### src/rtl/router_pkt_framer.sv
// ============================================================================
// Module      : router_pkt_framer
// Description : Buffers a payload, prepends sa/da/len/crc and bursts the packet
//               into router_dut's byte port once the router is not busy.
// Revision    : 1.0 - initial release
// ============================================================================
`default_nettype none

module router_pkt_framer #(
    parameter int MAX_PAYLOAD = 64,
    parameter int MIN_PAYLOAD = 1
) (
    input  logic       clk,
    input  logic       reset,
    input  logic [7:0] cfg_sa,
    input  logic [7:0] cfg_da,
    input  logic [7:0] pl_data,
    input  logic       pl_valid,
    input  logic       pl_last,
    output logic       pl_ready,
    input  logic       busy,
    output logic [7:0] dut_inp,
    output logic       inp_valid,
    output logic       pkt_sent,
    output logic       err_short,
    output logic       err_trunc
);

    localparam int              CW    = $clog2(MAX_PAYLOAD + 1);
    localparam int              AW    = (MAX_PAYLOAD > 1) ? $clog2(MAX_PAYLOAD) : 1;
    localparam logic [CW-1:0]   MAX_C = CW'(MAX_PAYLOAD);
    localparam logic [31:0]     MIN_U = 32'(MIN_PAYLOAD);

    typedef enum logic [1:0] {
        S_COLLECT  = 2'd0,
        S_WAIT_RDY = 2'd1,
        S_SEND     = 2'd2,
        S_GAP      = 2'd3
    } state_t;

    state_t        state_q, state_d;
    logic [CW-1:0] cnt_q, cnt_d;
    logic [31:0]   crc_q, crc_d;
    logic [7:0]    sa_q, sa_d;
    logic [7:0]    da_q, da_d;
    logic [31:0]   idx_q, idx_d;
    logic          gap_q, gap_d;
    logic [7:0]    dut_inp_q, dut_inp_d;
    logic          inp_valid_q, inp_valid_d;
    logic          pkt_sent_q, pkt_sent_d;
    logic          err_short_q, err_short_d;
    logic          err_trunc_q, err_trunc_d;
    logic [7:0]    mem_q [MAX_PAYLOAD];

    logic          w_accept;
    logic [CW-1:0] w_cnt_inc;
    logic [31:0]   w_len;
    logic [AW-1:0] w_pidx;
    logic [7:0]    w_byte;

    assign pl_ready  = reset && (state_q == S_COLLECT);
    assign w_accept  = pl_valid && pl_ready;
    assign w_cnt_inc = cnt_q + CW'(1);
    assign w_len     = 32'(cnt_q) + 32'd10;
    assign w_pidx    = idx_q[AW-1:0] - AW'(10);

    // Header bytes come from registers; anything past the header is payload.
    always_comb begin
        w_byte = mem_q[w_pidx];
        case (idx_q)
            32'd0:   w_byte = sa_q;
            32'd1:   w_byte = da_q;
            32'd2:   w_byte = w_len[7:0];
            32'd3:   w_byte = w_len[15:8];
            32'd4:   w_byte = w_len[23:16];
            32'd5:   w_byte = w_len[31:24];
            32'd6:   w_byte = crc_q[7:0];
            32'd7:   w_byte = crc_q[15:8];
            32'd8:   w_byte = crc_q[23:16];
            32'd9:   w_byte = crc_q[31:24];
            default: w_byte = mem_q[w_pidx];
        endcase
    end

    always_ff @(posedge clk) begin
        if (w_accept) begin
            mem_q[cnt_q[AW-1:0]] <= pl_data;
        end
    end

    always_comb begin
        state_d     = state_q;
        cnt_d       = cnt_q;
        crc_d       = crc_q;
        sa_d        = sa_q;
        da_d        = da_q;
        idx_d       = idx_q;
        gap_d       = gap_q;
        dut_inp_d   = dut_inp_q;
        inp_valid_d = inp_valid_q;
        pkt_sent_d  = 1'b0;
        err_short_d = 1'b0;
        err_trunc_d = 1'b0;
        case (state_q)
            S_COLLECT: begin
                if (w_accept) begin
                    cnt_d = w_cnt_inc;
                    crc_d = crc_q + {24'b0, pl_data};
                    if (cnt_q == '0) begin
                        sa_d = cfg_sa;
                        da_d = cfg_da;
                    end
                    if (pl_last || (w_cnt_inc == MAX_C)) begin
                        err_trunc_d = !pl_last;
                        if (32'(w_cnt_inc) < MIN_U) begin
                            err_short_d = 1'b1;
                            cnt_d       = '0;
                            crc_d       = '0;
                        end else begin
                            state_d = S_WAIT_RDY;
                        end
                    end
                end
            end
            S_WAIT_RDY: begin
                if (!busy) begin
                    inp_valid_d = 1'b1;
                    dut_inp_d   = sa_q;
                    idx_d       = 32'd1;
                    state_d     = S_SEND;
                end
            end
            S_SEND: begin
                if (idx_q == w_len) begin
                    inp_valid_d = 1'b0;
                    dut_inp_d   = 8'h00;
                    pkt_sent_d  = 1'b1;
                    gap_d       = 1'b0;
                    state_d     = S_GAP;
                end else begin
                    dut_inp_d = w_byte;
                    idx_d     = idx_q + 32'd1;
                end
            end
            S_GAP: begin
                if (gap_q) begin
                    cnt_d   = '0;
                    crc_d   = '0;
                    state_d = S_COLLECT;
                end else begin
                    gap_d = 1'b1;
                end
            end
            default: state_d = S_COLLECT;
        endcase
    end

    always_ff @(posedge clk or negedge reset) begin
        if (!reset) begin
            state_q     <= S_COLLECT;
            cnt_q       <= '0;
            crc_q       <= '0;
            sa_q        <= 8'h00;
            da_q        <= 8'h00;
            idx_q       <= '0;
            gap_q       <= 1'b0;
            dut_inp_q   <= 8'h00;
            inp_valid_q <= 1'b0;
            pkt_sent_q  <= 1'b0;
            err_short_q <= 1'b0;
            err_trunc_q <= 1'b0;
        end else begin
            state_q     <= state_d;
            cnt_q       <= cnt_d;
            crc_q       <= crc_d;
            sa_q        <= sa_d;
            da_q        <= da_d;
            idx_q       <= idx_d;
            gap_q       <= gap_d;
            dut_inp_q   <= dut_inp_d;
            inp_valid_q <= inp_valid_d;
            pkt_sent_q  <= pkt_sent_d;
            err_short_q <= err_short_d;
            err_trunc_q <= err_trunc_d;
        end
    end

    assign dut_inp   = dut_inp_q;
    assign inp_valid = inp_valid_q;
    assign pkt_sent  = pkt_sent_q;
    assign err_short = err_short_q;
    assign err_trunc = err_trunc_q;

endmodule

`default_nettype wire

### config.mk
export PLATFORM = sky130hd
export DESIGN_NAME = router_pkt_framer
export DESIGN_NICKNAME = d
export VERILOG_FILES = /design/src/rtl/router_pkt_framer.sv
export SDC_FILE = /design/constraint.sdc
export NUM_CORES = 1
export LEC_CHECK = 0
export CORE_MARGIN = 5
export CORE_UTILIZATION = 40
export DETAILED_ROUTE_END_ITERATION = 10
export GPL_ROUTABILITY_DRIVEN = 0
export PLACE_DENSITY_LB_ADDON = 0.05
export SYNTH_ARGS = -nofsm -noshare
export SYNTH_HDL_FRONTEND = slang
export SYNTH_SLANG_ARGS = --single-unit
export TNS_END_PERCENT = 50
### constraint.sdc
create_clock -name clk -period 4.8 [get_ports clk]
set_input_delay 0.96 -clock clk [delete_from_list [all_inputs] [get_ports clk]]
set_output_delay 0.96 -clock clk [all_outputs]
set_load 0.01 [all_outputs]
==> results by group, run 1 <==
Logic synthesis
  – Yosys cell types: 75
  – Prevailing post-synth register cell: edfxtp_1
  – Synth area leaders: edfxtp_1 59%, mux4_2 13%, dfrtp_1 9.8%, nor2_1 2.2%, nand2_1 1.4%
  – Ys Warns: 0
  – Post-synth EDFFs: about 510
  – Cell taking the most area after synthesis: edfxtp_1
  – Sequential share of the synthesized area: 68.75%
  – #FFs+latches synth: around 600
  – Yosys top cell area share: between 50% and 60%
  – FFs w/ async S/R, synth: 16.61%
  – Cells after synthesis: ~1600
  – Mapped Nets: around 1600
  – Synthesized cell area: about 26000 µm²
  – Syn_area_per_cell: around 17 µm²

Floorplan
  – Num ports: 42
  – Die Width: 265.3 µm
  – Die height: roughly 270 µm
  – Core area: 64460 µm²
  – Die area: ~70000 µm²
  – Starting Density: around 40%
  – Floorplan row count: 93

Placement
  – Detailed Place HPWL: between 40 and 50 mm
  – Post-Place Cells: about 2400
  – Dpl cell area: 27740 µm²
  – IO Port Bufs: between 40 and 50

Setup path
  – Worst EP required: approximately 5.3 ns
  – FF-to-FF setup slack: around 1.2 ns
  – Crit path launch type: register
  – Worst Path Arrival: a little over 4 ns
  – Crit path kind: reg -> reg
  – Crit path max fanout: 29
  – Critical path capture point type: register

Timing
  – Pins Over Slew Limit: 0
  – Clock skew: 0.01149 ns
  – Final setup TNS: 0 ns
  – Tcrit/Tclk final: approximately 76%
  – Unrepaired setup endpoints after global routing: no
  – Slew @ Worst Pin: 0.9577 ns
  – Fin. Hold Viols: 0
  – Final setup fails: 0
  – Min Tclk post-route: around 3.6 ns
  – Highest Clock Rate: 274.6 MHz
  – Slew headroom: 35.96%

Pwr
  – Worst ir drop on vdd: 0.0002776 V
  – Power Total: around 16 mW
  – P_int: ~11 mW
  – Clk pwr share: ~33%
  – Logic gate share of total power: between 20% and 30%
  – Lkg Pwr: about 10 nW
  – Sw Pwr: approximately 4.9 mW
  – Pwr Density: ~530 nW/µm²
  – Switch share: between 30 and 40%
  – Flop pwr share: 39.0%

Final layout
  – Synth-to-layout area growth: 15.17%
  – Most frequent cells in the layout: 512 x edfxtp_1, 153 x nor2_1, 146 x mux4_2
  – Layout cell share with drive strength beyond 1: 20.83%
  – Fin cells: about 2600
  – Register area: between 15000 and 20000 µm²
  – # fillers: between 5000 and 6000
  – Area of the multi-input gates: about 7800 µm²
  – Finished layout cell area: between 30000 and 40000 µm²
  – Commonest non-fill, non-tap cell in the layout: edfxtp_1
  – Final nets: roughly 1700

Global route
  – First-pass GRT wire length: 106.2 mm
  – Vias in the first global route: between 10000 and 15000
  – Total gr overflow: 0
  – Initial antenna violation count: 1
  – Pin count of the biggest net entering global routing: 65
  – All-Layer GR Usage: roughly a fifth

CTS
  – CTS resizes: 0
  – Root buffer cell: clkbuf_16
  – H-tree depth: 3
  – CTS tree: built
  – Clock tree buffer depth: 3
  – TritonCTS Buffers: 70
  – Hold_buf cts: 0
  – Worst skew pair latency: 0.60 ns
  – Clock sink count: around 610
  – Post-CTS setup buffer count: 0
  – Worst-path clk slew: about 0.06 ns

Detailed routing
  – DR iter-0 viols: ~1300
  – Antenna Violating Nets Remaining: 0
  – Routed via count: ~15000
  – Routed WL per cell: around 28 µm
  – Via density: about 5.7
  – DRC viols: 0
  – Drt first pass iters: 5
  – Final WL: between 70 and 80 mm

Outcome
  – Outcome: finished clean

Worst hold path
  – Hold/Removal Path Class: in -> async

Run
  – Max Cap Viol: 0
cell usage after synthesis (7+ instances only):
| cell type | instances |
|---|---|
| a222oi_1 | 13 |
| inv_1 | 24 |
| buf_2 | 18 |
| a21oi_1 | 34 |
| nor2b_1 | 8 |
| and4_1 | 9 |
| nor4_1 | 10 |
| xor2_1 | 29 |
| a22o_1 | 8 |
| mux2_2 | 18 |
| ha_1 | 24 |
| edfxtp_1 | 512 |
| o31ai_1 | 8 |
| nand2_1 | 96 |
| or3_1 | 12 |
| mux4_2 | 146 |
| a22oi_1 | 7 |
| and3_1 | 16 |
| nor2_1 | 154 |
| xnor2_1 | 29 |
| nand3_1 | 53 |
| clkbuf_1 | 47 |
| nand4_1 | 15 |
| mux2i_1 | 19 |
| nor3_1 | 12 |
| o21ai_0 | 41 |
| dfrtp_1 | 102 |
layer usage:
metal / routed length [µm] / up-vias / track usage [%]
met1: 32780 / 7648 / 30.01
met5: 0 / - / 0
li1: - / 6391 / -
met2: 34530 / 421 / 32.64
met3: 3447 / 108 / 3.247
met4: 1872 / 0 / 5.231
state kept, by name, indices dropped and copies added, names as in the netlist:
name	count
crc_q	32
idx_q	32
state_q	2
mem_q	512
sa_q	8
dut_inp	8
da_q	8
gap_q	1
inp_valid	1
pkt_sent	1
err_trunc	1
cnt_q	7
err_short	1
area by class of cell:
cell class | count | area share [%]
multi-input combinational | 848 | 25.82
antenna | 1 | 0.008332
sequential | 614 | 59.72
tap | 855 | 3.562
timing repair buffer | 105 | 2.950
clock buffer | 88 | 6.341
inverter | 24 | 0.3000
clock inverter | 40 | 1.300
through the flow:
stage / worst slack (ns) / hold WS (ns) / util, %
4_1_cts: 1.099 / 0.1145 / 46.58
6_report: 1.158 / 0.1517 / 46.59
3_3_place_gp: 1.019 / 0.4923 / 43.02
3_5_place_dp: 1.014 / 0.4965 / 43.02
5_1_grt: 0.9454 / 0.1284 / 46.58
2_1_floorplan: 1.245 / 0.4742 / -
worst paths after layout:
kind | start | end | depth (start not counted)
min | reset | cnt_q[5] | 1
min in group clk | da_q[6] | da_q[6] | 1
max in group asynchronous | reset | idx_q[28] | 3
min reg2reg | da_q[6] | da_q[6] | 1
max | idx_q[1] | dut_inp[3] | 8
max reg2reg | idx_q[1] | dut_inp[3] | 8
worst max-delay path, cell delays in order, from the launching register on:
cell	delay, ns
dfrtp_4	0.73
inv_1	0.12
ha_2	0.27
xor2_4	0.73
mux4_2	0.62
mux2i_1	0.28
nor2_1	0.13
nor3_1	0.50
a311oi_2	0.09
power groups by stage:
stage                     clock network (mW)  logic [mW]  registers, mW
after global routing                    5.71        4.72           6.27
after detailed placement                   0        4.46           6.35
final                                   5.35        4.41           6.24
after global placement                     0        4.47           6.35
after CTS                               5.49        4.48           6.24
after floorplan                            0        2.98           6.18
kinds of logic (layout without fill, tap and decap cells):
kind of cell,Yosys count,in the layout,synth area share (%)
flops,614,614,68.75
simple gates,417,417,7.716
mux,183,183,14.12
compound gates,162,162,4.290
buf+inv,103,257,1.689
xor+xnor,61,61,2.212
fa+ha+maj,25,25,1.228
other cells,0,1,0
No activity file was read; power rests on OpenSTA's default activity.
==> inputs of run 2 (changes only) <==
Clock period 4.8 ns to 3.45 ns, I/O delays scaled along.
==> results by group, run 2 (synthesis gave the netlist of run 1 again) <==
CTS
  – Worst-path clk slew: 0.06 ns (about the same)
  – Clock tree buffer depth: 3 (unchanged)
  – Post-CTS setup buffer count: 0 (unchanged)
  – H-tree depth: 3 (unchanged)
  – Root buffer cell: clkbuf_16 (unchanged)
  – Worst skew pair latency: 0.61 ns (was 0.60 ns)
  – CTS tree: built (unchanged)
  – TritonCTS Buffers: 70 (unchanged)
  – Clock sink count: 614 (unchanged)

Timing
  – Tcrit/Tclk final: 94.11% (was 75.87%)
  – Post-route setup slack: 0.2033 ns (was 1.158 ns)
  – Slew headroom: 35.81% (was 35.96%)
  – Slew @ Worst Pin: 0.9628 ns (was 0.9577 ns)
  – Min Tclk post-route: 3.247 ns (was 3.642 ns)
  – Pins Over Slew Limit: 0 (unchanged)
  – Highest Clock Rate: 308.0 MHz (was 274.6 MHz)
  – Final setup fails: 0 (unchanged)
  – Clock skew: 0.02524 ns (was 0.01149 ns)
  – Unrepaired setup endpoints after global routing: no (unchanged)
  – Fin. Hold Viols: 0 (unchanged)

Setup path
  – Crit path max fanout: 9 (was 29)
  – R2R depth: 9 (was 8)
  – Reg-to-Reg End: dut_inp[1] (was dut_inp[3])
  – Worst EP required: 3.93 ns (was 5.25 ns)
  – Critical path capture point type: register (unchanged)
  – FF-to-FF setup slack: 0.20 ns (was 1.16 ns)
  – Worst Path Arrival: 3.72 ns (was 4.09 ns)
  – RR Startpoint: cnt_q[1] (was idx_q[1])
  – Crit path kind: reg -> reg (unchanged)
  – Crit path launch type: register (unchanged)

Worst hold path
  – Hold/Removal Path Class: in -> reg (was in -> async)
  – Worst hold path depth: 1
  – Hold path endpoint: mem_q[6][6]
  – Worst hold start: pl_data[6]

Detailed routing
  – Antenna Violating Nets Remaining: 0 (unchanged)
  – Routed via count: 14870 (was 14570)
  – Met3 routed WL: 3.292 mm (was 3.447 mm)
  – Drt first pass iters: 5 (unchanged)
  – Routed WL per cell: 26.99 µm (was 28.21 µm)
  – DR iter-0 viols: 1137 (was 1275)
  – DRC viols: 0 (unchanged)
  – Highest metal used: met4 (unchanged)
  – Via density: 5.572 (was 5.657)
  – Final WL: 72.00 mm (was 72.63 mm)
  – Wl on met1: 32.27 mm (was 32.78 mm)
  – Met2 routed WL: 34.80 mm (was 34.53 mm)

Final layout
  – Commonest non-fill, non-tap cell in the layout: edfxtp_1 (unchanged)
  – Most frequent cells in the layout: 512 x edfxtp_1, 153 x nor2_1, 149 x buf_4 (was 512 x edfxtp_1, 153 x nor2_1, 146 x mux4_2)
  – Synth-to-layout area growth: 18.29% (was 15.17%)
  – Area of the multi-input gates: 7761 µm² (was 7755 µm²)
  – # fillers: 5579 (was 5587)
  – Layout cell share with drive strength beyond 1: 24.88% (was 20.83%)
  – Register area: 17930 µm² (unchanged)
  – Number of flip-flops in the largest register: 512 (unchanged)
  – Utilization after layout: 47.85% (was 46.59%)
  – Final nets: 1813 (was 1717)
  – Diodes inserted: 0 (was 1)

Global route
  – First-pass GRT wire length: 106.8 mm (was 106.2 mm)
  – Pin count of the biggest net entering global routing: 67 (was 65)
  – All-Layer GR Usage: 20.53% (about the same)
  – Vias in the first global route: 15480 (was 14850)
  – Initial antenna violation count: 2 (was 1)
  – Total gr overflow: 0 (unchanged)

Pwr
  – Lkg Pwr: 10.69 nW (was 10.16 nW)
  – Pwr Density: 732.3 nW/µm² (was 532.6 nW/µm²)
  – Worst ir drop on vdd: 0.0003777 V (was 0.0002776 V)

Floorplan
  – Die height: 265.3 µm (unchanged)
  – Die area: 70400 µm² (unchanged)
  – Core area: 64460 µm² (unchanged)
  – Starting Density: 40.45% (unchanged)
  – Num ports: 42 (unchanged)
  – Die Width: 265.3 µm (unchanged)
  – Floorplan row count: 93 (unchanged)

Placement
  – Detailed Place HPWL: 47.37 mm (was 46.89 mm)
  – Place WS: 0.1020 ns (was 1.014 ns)
  – IO Port Bufs: 41 (unchanged)

Run
  – Max Cap Viol: 0 (unchanged)

Outcome
  – Outcome: finished clean (unchanged)
[run 2: cell types whose count changed in the layout (fill, tap and decap cells not counted), moves of 2 or more]
| cell | before | now |
|---|---|---|
| buf_12 | 3 | 11 |
| buf_4 | 62 | 149 |
| clkbuf_1 | 14 | 18 |
| clkbuf_8 | 0 | 2 |
| clkinv_1 | 14 | 11 |
| clkinv_2 | 11 | 9 |
| clkinvlp_4 | 4 | 2 |
[run 2: per-layer routing]
metal / vias to the layer above / GRT usage, %
li1: 6582 / -
met1: 7796 / 29.20
met2: 397 / 33.67
met3: 92 / 2.821
met4: 0 / 5.608
met5: - / 0
[run 2: what timing repair did]
item,in CTS,in global routing
endpoints found under the hold margin,18,0
resized for setup,0,1
hold buffers,1,0
setup endpoints to repair,0,2
[run 2: report_power, final]
group          internal (mW)  total [mW]  switching [mW]
Combinational           2.90        6.58            3.68
Clock                   4.45        7.42            2.97
Sequential              8.29        8.59           0.293
Total                   15.6        22.6            6.94
[run 2: worst max path at each step]
stage,slack (ns),end,from
5_1_grt,0.02,dut_inp[2],cnt_q[1]
3_3_place_gp,0.09,dut_inp[2],cnt_q[1]
6_report,0.20,dut_inp[1],cnt_q[1]
4_1_cts,0.07,dut_inp[1],cnt_q[1]
2_1_floorplan,-0.000008,dut_inp[0],idx_q[1]
3_5_place_dp,0.10,dut_inp[2],cnt_q[1]
[run 2: critical path, cell delays in order (launching register included)]
cell	delay, ns
dfrtp_1	0.51
inv_1	0.20
ha_1	0.39
xor2_1	0.17
nor4_2	0.41
nand4b_1	0.21
or3_1	0.44
o21ai_0	0.43
o21ai_0	0.21
o31a_1	0.14
[run 2: cell type report]
| type | instances | area share, % |
|---|---|---|
| sequential | 614 | 58.15 |
| inverter | 24 | 0.2921 |
| timing repair buffer | 201 | 5.541 |
| clock inverter | 33 | 1.160 |
| tap | 855 | 3.468 |
| multi-input combinational | 848 | 25.16 |
| clock buffer | 93 | 6.231 |
[run 2: per-stage QoR]
step | setup TNS [ns] | hold WS [ns] | total power, mW | instance area [µm²] | instances
global route | 0 | 0.3918 | 23.63 | 30840 | 2668
CTS | 0 | 0.4005 | 22.91 | 30840 | 2668
floorplan | -0.00001688 | 0.3944 | 12.73 | 26080 | 1565
detailed placement | 0 | 0.5091 | 15.40 | 28550 | 2541
finish | 0 | 0.4210 | 22.59 | 30840 | 2668
global placement | 0 | 0.5161 | 15.40 | 28550 | 2541
